**config.mk**
```make
export PLATFORM = sky130hd
export DESIGN_NAME = umem_arbiter
export DESIGN_NICKNAME = d
export VERILOG_FILES = /design/src/rtl/umem_pkg.sv /design/src/rtl/umem_req_mux.sv /design/src/rtl/umem_arbiter.sv
export SDC_FILE = /design/constraint.sdc
export NUM_CORES = 1
export LEC_CHECK = 0
export ABC_AREA = 1
export CAP_MARGIN = 20
export CORE_AREA = 2 2 135 137
export DETAILED_ROUTE_END_ITERATION = 6
export DIE_AREA = 0 0 137 139
export PLACE_DENSITY_LB_ADDON = 0.15
export SYNTH_ARGS = -nofsm -noshare
export SYNTH_HDL_FRONTEND = slang
export SYNTH_HIERARCHICAL = 1
export SYNTH_SLANG_ARGS = --single-unit
```
**constraint.sdc**
```tcl
create_clock -name clk -period 2.7 [get_ports clk]
set_clock_uncertainty 0.2 [all_clocks]
set_input_delay 0.54 -clock clk [delete_from_list [all_inputs] [get_ports clk]]
set_output_delay 0.54 -clock clk [all_outputs]
set_load 0.1 [all_outputs]
```
**src/rtl/umem_pkg.sv**
```systemverilog
// Shared types for the unified-memory arbiter: FSM states, mux select codes and the BRAM request.
package umem_pkg;

  localparam int unsigned MEM_LAT     = 1;
  localparam int unsigned MEM_WADDR_W = 30;
  localparam int unsigned MEM_DATA_W  = 32;

  typedef enum logic [1:0] {ARB_IDLE, ARB_SPLIT, ARB_PROG} arb_state_t;

  typedef enum logic [1:0] {SEL_NONE, SEL_DATA, SEL_FETCH, SEL_PROG} mem_sel_t;

  typedef struct packed {
    logic                   en;
    logic [3:0]             we;
    logic [MEM_WADDR_W-1:0] addr;
    logic [MEM_DATA_W-1:0]  din;
  } mem_req_t;

endpackage

```
**src/rtl/umem_req_mux.sv**
```systemverilog
// Combinational choice of which requester drives the BRAM port this cycle.
module umem_req_mux
  import umem_pkg::*;
(
  input  mem_sel_t              sel,
  input  logic                  prog_we,
  input  logic [31:0]           prog_addr,
  input  logic [MEM_DATA_W-1:0] prog_din,
  input  logic [31:0]           i_addr,
  input  logic [3:0]            d_en,
  input  logic                  d_wea,
  input  logic [31:0]           d_addr,
  input  logic [MEM_DATA_W-1:0] d_din,
  output mem_req_t              req
);

  // Byte offsets never reach the word-organised BRAM.
  logic unused_byte_off;
  assign unused_byte_off = ^{prog_addr[1:0], i_addr[1:0], d_addr[1:0]};

  always_comb begin
    req = '0;
    unique case (sel)
      SEL_PROG: begin
        req.en   = 1'b1;
        req.we   = prog_we ? 4'hF : 4'h0;
        req.addr = prog_addr[31:2];
        req.din  = prog_din;
      end
      SEL_DATA: begin
        req.en   = 1'b1;
        req.we   = d_wea ? d_en : 4'h0;
        req.addr = d_addr[31:2];
        req.din  = d_din;
      end
      SEL_FETCH: begin
        req.en   = 1'b1;
        req.addr = i_addr[31:2];
      end
      default: ;
    endcase
  end

endmodule

```
**src/rtl/umem_arbiter.sv**
```systemverilog
// Single-port BRAM arbiter: splits fetch/data conflicts with a one-cycle hold and hands the
// memory to the UART programmer while prog_ena is high.
module umem_arbiter
  import umem_pkg::*;
#(
  parameter int unsigned ADDR_W = 12,
  parameter int unsigned DATA_W = 32,
  parameter int unsigned CNT_W  = 32
) (
  input  logic              clk,
  input  logic              Rst,
  input  logic              prog_ena,
  input  logic              prog_we,
  input  logic [31:0]       prog_addr,
  input  logic [DATA_W-1:0] prog_din,
  input  logic              i_en,
  input  logic [31:0]       i_addr,
  output logic [DATA_W-1:0] i_dout,
  input  logic [3:0]        d_en,
  input  logic              d_wea,
  input  logic              d_rea,
  input  logic [31:0]       d_addr,
  input  logic [DATA_W-1:0] d_din,
  output logic [DATA_W-1:0] d_dout,
  output logic              mem_hold,
  output logic              m_en,
  output logic [3:0]        m_we,
  output logic [ADDR_W-1:0] m_addr,
  output logic [DATA_W-1:0] m_din,
  input  logic [DATA_W-1:0] m_dout,
  output logic [CNT_W-1:0]  conflict_cnt
);

  // The SPLIT capture relies on a single-cycle BRAM and the request struct's data width.
  if (MEM_LAT != 1 || DATA_W != MEM_DATA_W || ADDR_W >= MEM_WADDR_W) begin : g_param_check
    $error("umem_arbiter: unsupported parameter combination");
  end

  arb_state_t        state_q, state_d;
  logic [DATA_W-1:0] d_buf_q;
  logic              use_dbuf_q;
  logic [CNT_W-1:0]  conflict_cnt_q;

  mem_sel_t sel;
  mem_req_t req;
  logic     d_req, split_done, conflict;

  assign d_req = d_wea | d_rea;

  always_comb begin
    sel        = SEL_NONE;
    mem_hold   = 1'b0;
    state_d    = state_q;
    split_done = 1'b0;
    conflict   = 1'b0;
    if (prog_ena) begin
      sel      = SEL_PROG;
      mem_hold = 1'b1;
      state_d  = ARB_PROG;
    end else if (state_q == ARB_SPLIT) begin
      // Data was issued last cycle; its result is on m_dout now, fetch goes out.
      sel        = SEL_FETCH;
      state_d    = ARB_IDLE;
      split_done = 1'b1;
    end else begin
      state_d = ARB_IDLE;
      if (d_req) begin
        sel = SEL_DATA;
        if (i_en) begin
          mem_hold = 1'b1;
          conflict = 1'b1;
          state_d  = ARB_SPLIT;
        end
      end else if (i_en) begin
        sel = SEL_FETCH;
      end
    end
    if (Rst) begin
      sel      = SEL_NONE;
      mem_hold = 1'b0;
    end
  end

  umem_req_mux u_req_mux (
    .sel       (sel),
    .prog_we   (prog_we),
    .prog_addr (prog_addr),
    .prog_din  (prog_din),
    .i_addr    (i_addr),
    .d_en      (d_en),
    .d_wea     (d_wea),
    .d_addr    (d_addr),
    .d_din     (d_din),
    .req       (req)
  );

  always_ff @(posedge clk) begin
    if (Rst) begin
      state_q        <= ARB_IDLE;
      use_dbuf_q     <= 1'b0;
      d_buf_q        <= '0;
      conflict_cnt_q <= '0;
    end else begin
      state_q    <= state_d;
      use_dbuf_q <= split_done;
      if (split_done) begin
        d_buf_q <= m_dout;
      end
      if (conflict && conflict_cnt_q != '1) begin
        conflict_cnt_q <= conflict_cnt_q + CNT_W'(1);
      end
    end
  end

  logic unused_addr_hi;
  assign unused_addr_hi = ^req.addr[MEM_WADDR_W-1:ADDR_W];

  assign m_en         = req.en;
  assign m_we         = req.we;
  assign m_addr       = req.addr[ADDR_W-1:0];
  assign m_din        = req.din;
  assign i_dout       = m_dout;
  assign d_dout       = use_dbuf_q ? d_buf_q : m_dout;
  assign conflict_cnt = conflict_cnt_q;

endmodule

```
Yosys cells after proc, flatten, opt, wreduce, memory -nomap -nowiden
Cells that the tools add are included.
{"block": "word_totals", "inputBits": 203, "out_inout_bits": 146, "ff_bits": 67, "elab_cells": 40}
{"block": "classes", "n_bitwise": 2, "addsub": 1, "n_eq_ne": 5, "n_reduce_logical": 3, "muxes": 24}
{"cell": "$pmux W32 S2", "n": 1}
{"cell": "$pmux W12 S3", "n": 1}
{"cell": "$add A32 B1 Y32 const B", "n": 1}
{"cell": "$mux W32", "n": 1}
{"cell": "$ne A32 B32 Y1 const B", "n": 1}
{"cell": "$mux W1", "n": 12}
{"cell": "$mux W2", "n": 6}
{"cell": "$mux W4", "n": 2}
{"cell": "$pmux W4 S2", "n": 1}
{"cell": "$eq A2 B1 Y1 const B", "n": 2}
{"cell": "$eq A2 B2 Y1 const B", "n": 2}
{"cell": "$reduce_or A4 Y1", "n": 1}
{"cell": "$reduce_or A3 Y1", "n": 1}
{"cell": "$logic_and A1 B1 Y1", "n": 1}
{"cell": "$not A1 Y1", "n": 1}
{"cell": "$or A1 B1 Y1", "n": 1}

Logic depth before layout (Yosys ltp)
Gate-level depths: netlist of the first run.
{"block": "logic_depth", "ltp_word": 8, "ltp_mapped": 11, "depth_no_buf": 10}

Cells and area by module
The synthesis of the first run kept the hierarchy.
{"module": "umem_arbiter", "cells_per_inst": 582, "area_each_um2": 3827.4, "seq_area_each_um2": 1341.3, "n_inst": 1}
{"module": "umem_req_mux", "cells_per_inst": 257, "area_each_um2": 1218.7, "seq_area_each_um2": 0.0, "n_inst": 1}

Least setup slack after synthesis of the first run
OpenSTA, ideal clock, no wires.
{"block": "synth_timing", "path_kind": "flip-flop to output port", "startpoint": "reg use_dbuf_q", "endpoint": "out d_dout[10]", "path_buffers": 2, "arrival_ns": 2.367, "path_stages_with_launch": 5, "required_ns": 1.960, "path_slack_ns": -0.407, "path_cell_list": "dfxtp_1 clkbuf_1 clkbuf_1 nor2_1 a21oi_1"}
{"block": "synth_via", "elab_chain_len": 1}
{"element": "start, declared", "line_no": "umem_arbiter.sv:41", "text": "logic use_dbuf_q;"}
{"element": "start signal, assigned", "line_no": "umem_arbiter.sv:105", "text": "use_dbuf_q <= split_done;"}
{"element": "$mux W32", "line_no": "umem_arbiter.sv:123", "text": "assign d_dout = use_dbuf_q ? d_buf_q : m_dout;"}
{"element": "end, declared", "line_no": "umem_arbiter.sv:24", "text": "output logic [DATA_W-1:0] d_dout,"}
No other way between the ends.

Final worst setup path of the first run
{"block": "layout_timing", "startpoint": "in i_en", "endpoint": "out m_din[15]"}
{"block": "layout_via", "elab_chain_len": 7, "word_cells_on_any_way": 8, "classes_between": "2 x eq/ne; 6 x mux"}
{"element": "start, declared", "line_no": "umem_arbiter.sv:16", "text": "input logic i_en,"}
{"element": "$mux W2 *", "line_no": "umem_arbiter.sv:74", "text": "end else if (i_en) begin"}
{"element": "$mux W2 *", "line_no": "umem_arbiter.sv:67", "text": "if (d_req) begin"}
{"element": "$mux W2 *", "line_no": "umem_arbiter.sv:60", "text": "end else if (state_q == ARB_SPLIT) begin"}
{"element": "$mux W2 *", "line_no": "umem_arbiter.sv:56", "text": "if (prog_ena) begin"}
{"element": "$mux W2 *", "line_no": "umem_arbiter.sv:78", "text": "if (Rst) begin"}
{"element": "via sel[1]", "line_no": "umem_arbiter.sv:44", "text": "mem_sel_t sel;"}
{"element": "$eq A2 B1 Y1 / $eq A2 B2 Y1 (equally long branches)", "line_no": "umem_req_mux.sv:23", "text": "unique case (sel)"}
{"element": "$pmux W32 S2 *", "line_no": "umem_req_mux.sv:23"}
{"element": "end, declared", "line_no": "umem_arbiter.sv:29", "text": "output logic [DATA_W-1:0] m_din,"}
Mark *: on every way through the listed nets, which the timed path passes. The rest lies on a longest branch.

==> results of run 1 <==
## sequential cells by signal (all words and copies together), names as in the netlist
| register | count |
|---|---|
| state_q | 2 |
| conflict_cnt | 32 |
| d_buf_q | 32 |
| use_dbuf_q | 1 |
## metal layers
metal,wire length (um),part of all wire
met1,7540,0.40
met2,9280,0.49
met3,1680,0.089
met4,329,0.017
met5,14,0.00074
## power by group through the flow
stage | combinational (mW) | sequential, mW | clock (mW)
after floorplan | 1.15 | 1.04 | 0
after global placement | 1.95 | 1.03 | 0
after detailed placement | 1.95 | 1.03 | 0
after CTS | 2.05 | 1.01 | 1.08
after global routing | 2.11 | 1.01 | 1.13
final | 2.04 | 1.01 | 1.05
## cell type report
type	instances	area, um2
Tap cell	229	287
Clock inverter	5	30.0
Sequential cell	67	1350
Timing Repair Buffer	336	4510
Fill cell	1613	8080
Clock buffer	11	233
Antenna cell	2	5.00
Multi-Input combinational cell	552	2920
Inverter	64	250
## repair_timing
action                                  4_1_cts  5_1_grt
cloned                                        5        2
gates resized for setup                      52       10
buffers inserted                             14        2
endpoints found under the setup margin       49       43
pin swaps                                    19        9
## worst max-delay path, cell delays in order
cell	delay (ns)
dlygate4sd2_1	0.25
nand3_2	0.07
a31oi_2	0.09
buf_6	0.14
nor2_4	0.14
buf_6	0.14
buf_12	0.10
buf_12	0.11
nand2_1	0.06
nand2_2	0.09
buf_12	0.17
## worst paths after layout
kind,start,endpoint,slack (ns),cells after the start
hold / removal,d_buf_q[1],d_buf_q[1],0.25,2
setup / recovery,i_en,m_din[15],0.05,11
setup reg to reg,conflict_cnt[1],conflict_cnt[1],0.45,9
hold reg to reg,d_buf_q[1],d_buf_q[1],0.25,2
==> flow_metrics.py, run 1 <==
metrics = {
    "floorplan": {
        "fp-row-count": 49,
        "die_area_um2": 19000,
        "start_util": 0.263,
        "io_pins": 349,
        "dieWidth_um": 137,
        "die_h_um": 139,
        "core_um2": 17700,
    },
    "cells_and_area": {
        "mostFrequentLayoutCell": "nand2_1",
        "fin_nets": 1234,
        "instances_no_fill": 1266,
        "area_growth_pct": 106,
        "fin_area_um2": 9580,
        "drive_gt1_frac": 0.337,
        "utilization": 0.543,
        "final_cell_mix": "nand2_1, clkdlybuf4s50_1, buf_12, nor2_1, dfxtp_1",
    },
    "timing": {
        "hold_viol": 0,
        "fin_crit_ns": 2.65,
        "finalSetupTns_ns": 0,
        "min_period_over_period": 0.980,
        "worst_slew_pin_slew_ns": 0.473,
        "holdWs_ns": 0.251,
        "max_freq_mhz": 378,
        "slew_violations": 0,
        "slew_headroom": 0.685,
        "rsz0062_at_grt": "yes",
        "setup_viol": 0,
        "worst_slack_ns": 0.0542,
    },
    "power_and_ir_drop": {
        "seqPwrFrac": 0.247,
        "ir_worst_vdd_uv": 257,
        "p_leak_nw": 4.00,
        "p_per_area_nw_per_um2": 428,
        "p_sw_mw": 1.68,
        "power_mw": 4.10,
        "p_int_mw": 2.41,
        "pwr-share-comb": 0.497,
        "p_sw_frac": 0.411,
        "clockPowerShare": 0.256,
    },
    "global_routing": {
        "use_met2": 0.335,
        "grtUsageTotal": 0.192,
        "met3_usage": 0.0592,
        "busiest_layer": "met2",
        "grt_pass1_wl_mm": 29.1,
        "grt_util_met1": 0.225,
        "grt_max_degree": 66,
        "grt_overflow": 0,
        "antenna_found_initial": 3,
        "grt_pass1_vias": 5484,
    },
    "synthesis": {
        "synthesis.nets": 966,
        "syn_avg_cell_area_um2": 6.10,
        "yosys_warnings": 6,
        "synthCells": 762,
        "syn-cell-area_um2": 4650,
    },
    "placed_design": {
        "dpl_cell_area_um2": 8910,
        "place.gp.congestion": 0.868,
        "port_buffers": 288,
        "placedCellCount": 1227,
        "dpl.hpwl_mm": 14.5,
        "dp_slack_ns": -0.313,
    },
    "clock_tree": {
        "path_clk_slew_ns": 0.05,
        "cts_root_buf": "clkbuf_16",
        "htreeDepth": 3,
        "cts_tree": "yes",
        "hold_buffers": 0,
        "ctsLongestPathBuffers": 2,
        "cts_inserted_buffers": 9,
        "tritoncts_num_sinks": 67,
        "clk_latency_ns": 0.33,
    },
    "worst_setup_path": {
        "critPathCaptureType": "output pin",
        "path_max_fanout": 8,
        "crit_type": "in -> out",
        "worstPathArrival_ns": 1.91,
        "cp.required_ns": 1.96,
        "startpoint_type": "input pin",
    },
    "detailed_routing": {
        "drc": 0,
        "drt_iter0_drc": 168,
        "wl_per_cell_um": 14.9,
        "drt_wl_total_mm": 18.8,
        "vias_per_cell": 4.52,
        "dr.pass1.iters": 4,
        "drtAntennaViolNets": 0,
        "route.vias.total": 5725,
    },
    "run_status": {
        "outcome": "complete, no violations",
    },
    "job": {
        "cap_violations": 0,
    },
    "worst_hold_path": {
        "min_path_type": "reg -> reg",
    },
}
Note: power is estimated with default switching activity, not from simulation.
==> inputs of run 2 (changes only) <==
- CAP_MARGIN: 20 -> unset
==> results of run 2 <==
The final DEF is identical to that of run 1; final timing and power are the same.
==> inputs of run 3 (changes only) <==
- CORE_AREA: 2 2 135 137 -> 2 2 137 139
- DIE_AREA: 0 0 137 139 -> 0 0 139 141
- clock period: 2.7 -> 2.65 ns (I/O delays scaled with it)
==> run 3 against run 2 <==
  * Setup slack better by 0.034 ns
  * Global-route usage fell by 0.93 points
  * Final cell count is the same
  * Sequential share of layout area is 0.13 points lower
  * Largest cell class unchanged
  * Largest power group unchanged
  * Highest routed layer is now met4
==> flow_metrics.py, run 3 (same netlist as run 1, synthesis figures left out) <==
metrics = {
    "global_routing": {
        "grt_pass1_wl_mm": 28.6,
        "antenna_found_initial": 1,
        "grt_max_degree": 65,
        "grt_pass1_vias": 5227,
        "grt_overflow": 0,
        "grtUsageTotal": 0.183,
    },
    "cells_and_area": {
        "fin_area_um2": 9670,
        "area_growth_pct": 108,
        "drive_gt1_frac": 0.342,
        "fill_cells": 1702,
        "multiInputGateArea_um2": 3050,
        "mostFrequentLayoutCell": "nand2_1",
        "fin_nets": 1231,
        "final_cell_mix": "nand2_1, clkdlybuf4s50_1, buf_12, nor2_1, dfxtp_1",
        "ff_latch_area_um2": 1350,
        "utilization": 0.529,
    },
    "timing": {
        "worst_slew_pin_slew_ns": 0.370,
        "setup_viol": 0,
        "max_freq_mhz": 390,
        "slew_violations": 0,
        "min_period_over_period": 0.967,
        "hold_viol": 0,
        "finalSetupTns_ns": 0,
        "fin_crit_ns": 2.56,
        "slew_headroom": 0.754,
    },
    "clock_tree": {
        "cts_tree": "yes",
        "htreeDepth": 3,
        "cts_inserted_buffers": 9,
        "tritoncts_num_sinks": 67,
        "cts_root_buf": "clkbuf_16",
        "ctsLongestPathBuffers": 2,
        "path_clk_slew_ns": 0.05,
        "clk_latency_ns": 0.34,
    },
    "worst_setup_path": {
        "worstPathArrival_ns": 1.83,
        "crit_type": "in -> out",
        "startpoint_type": "input pin",
        "cp.required_ns": 1.92,
        "r2r_slack_ns": 0.50,
        "path_max_fanout": 14,
        "critPathCaptureType": "output pin",
    },
    "floorplan": {
        "io_pins": 349,
        "core_um2": 18300,
        "dieWidth_um": 139,
        "start_util": 0.255,
        "die_h_um": 141,
        "fp-row-count": 50,
        "die_area_um2": 19600,
    },
    "placed_design": {
        "dpl.hpwl_mm": 14.1,
        "port_buffers": 288,
        "place.gp.congestion": 0.852,
        "dpl_cell_area_um2": 8990,
    },
    "detailed_routing": {
        "drtAntennaViolNets": 0,
        "drt_iter0_drc": 256,
        "drc": 0,
        "wl_per_cell_um": 14.6,
        "vias_per_cell": 4.51,
        "drt_wl_total_mm": 18.4,
        "route.vias.total": 5712,
        "dr.pass1.iters": 4,
    },
    "power_and_ir_drop": {
        "ir_worst_vdd_uv": 279,
        "power_mw": 4.20,
        "p_per_area_nw_per_um2": 434,
        "p_leak_nw": 4.08,
    },
    "run_status": {
        "outcome": "complete, no violations",
    },
    "worst_hold_path": {
        "min_path_type": "reg -> reg",
    },
    "job": {
        "cap_violations": 0,
    },
}
## run 3: changes by cell type in the layout (fill, tap and decap cells not counted), moves of 2 or more
cell and change:
buf_12 +5, buf_16 -2, buf_6 -3, clkinv_2 -2, nand2_1 -18, nand2_2 -8
nand2_4 +26, nand3_1 +10, nand3_2 -10
## run 3: worst paths after layout
| kind | startpoint | to | cells after the start |
|---|---|---|---|
| worst max-delay path | d_rea | m_din[21] | 12 |
| worst min-delay path | d_buf_q[1] | d_buf_q[1] | 2 |
| worst max register to register | conflict_cnt[0] | conflict_cnt[28] | 9 |
| worst min register to register | d_buf_q[1] | d_buf_q[1] | 2 |
## run 3: through the flow
step	setup WS [ns]	hold slack [ns]	std cells
4_1_cts	-0.0447	0.257	1268
6_report	0.0880	0.251	1266
5_1_grt	-0.0116	0.284	1265
2_1_floorplan	-0.368	0.230	762
3_3_place_gp	-0.300	0.244	1237
3_5_place_dp	-0.316	0.248	1237
## run 3: power by group
| part | internal, mW | switching, mW | total, mW |
|---|---|---|---|
| Sequential | 1.02 | 0.00584 | 1.03 |
| Combinational | 0.801 | 1.28 | 2.08 |
| Clock | 0.653 | 0.438 | 1.09 |
| Total | 2.48 | 1.72 | 4.20 |
## run 3: what timing repair did
action / in CTS / in global routing
buffers inserted: 12 / 0
hold buffers: 0 / 0
gates cloned: 4 / 0
endpoints found under the setup margin: 49 / 32
pin swaps: 26 / 5
gates resized for setup: 80 / 8
## run 3: cell type report
type,instances,share of cell area
diodes,1,0.000259
clock buffers,13,0.0259
clock inverters,2,0.00129
inverters,64,0.0251
multi-input cells,552,0.316
flip-flops and latches,67,0.139
well taps,234,0.0303
repair buffers,333,0.463
## run 3: critical path, cell delays in order
cell	delay, ns
buf_2	0.10
inv_2	0.06
nand3_2	0.11
a31oi_4	0.20
buf_6	0.14
nand2_2	0.06
inv_4	0.08
buf_12	0.10
buf_12	0.12
nand2_1	0.05
nand2_1	0.10
buf_12	0.18
## run 3: per-layer routing
layer | vias to the layer above | share of wire | wire length (um) | GRT usage
li1 | 2940 | - | - | -
met1 | 2554 | 0.43 | 7990 | 0.234
met3 | 13 | 0.075 | 1390 | 0.0516
met2 | 205 | 0.48 | 8810 | 0.300
met5 | - | 0 | 0 | 0
met4 | 0 | 0.014 | 251 | 0.0569
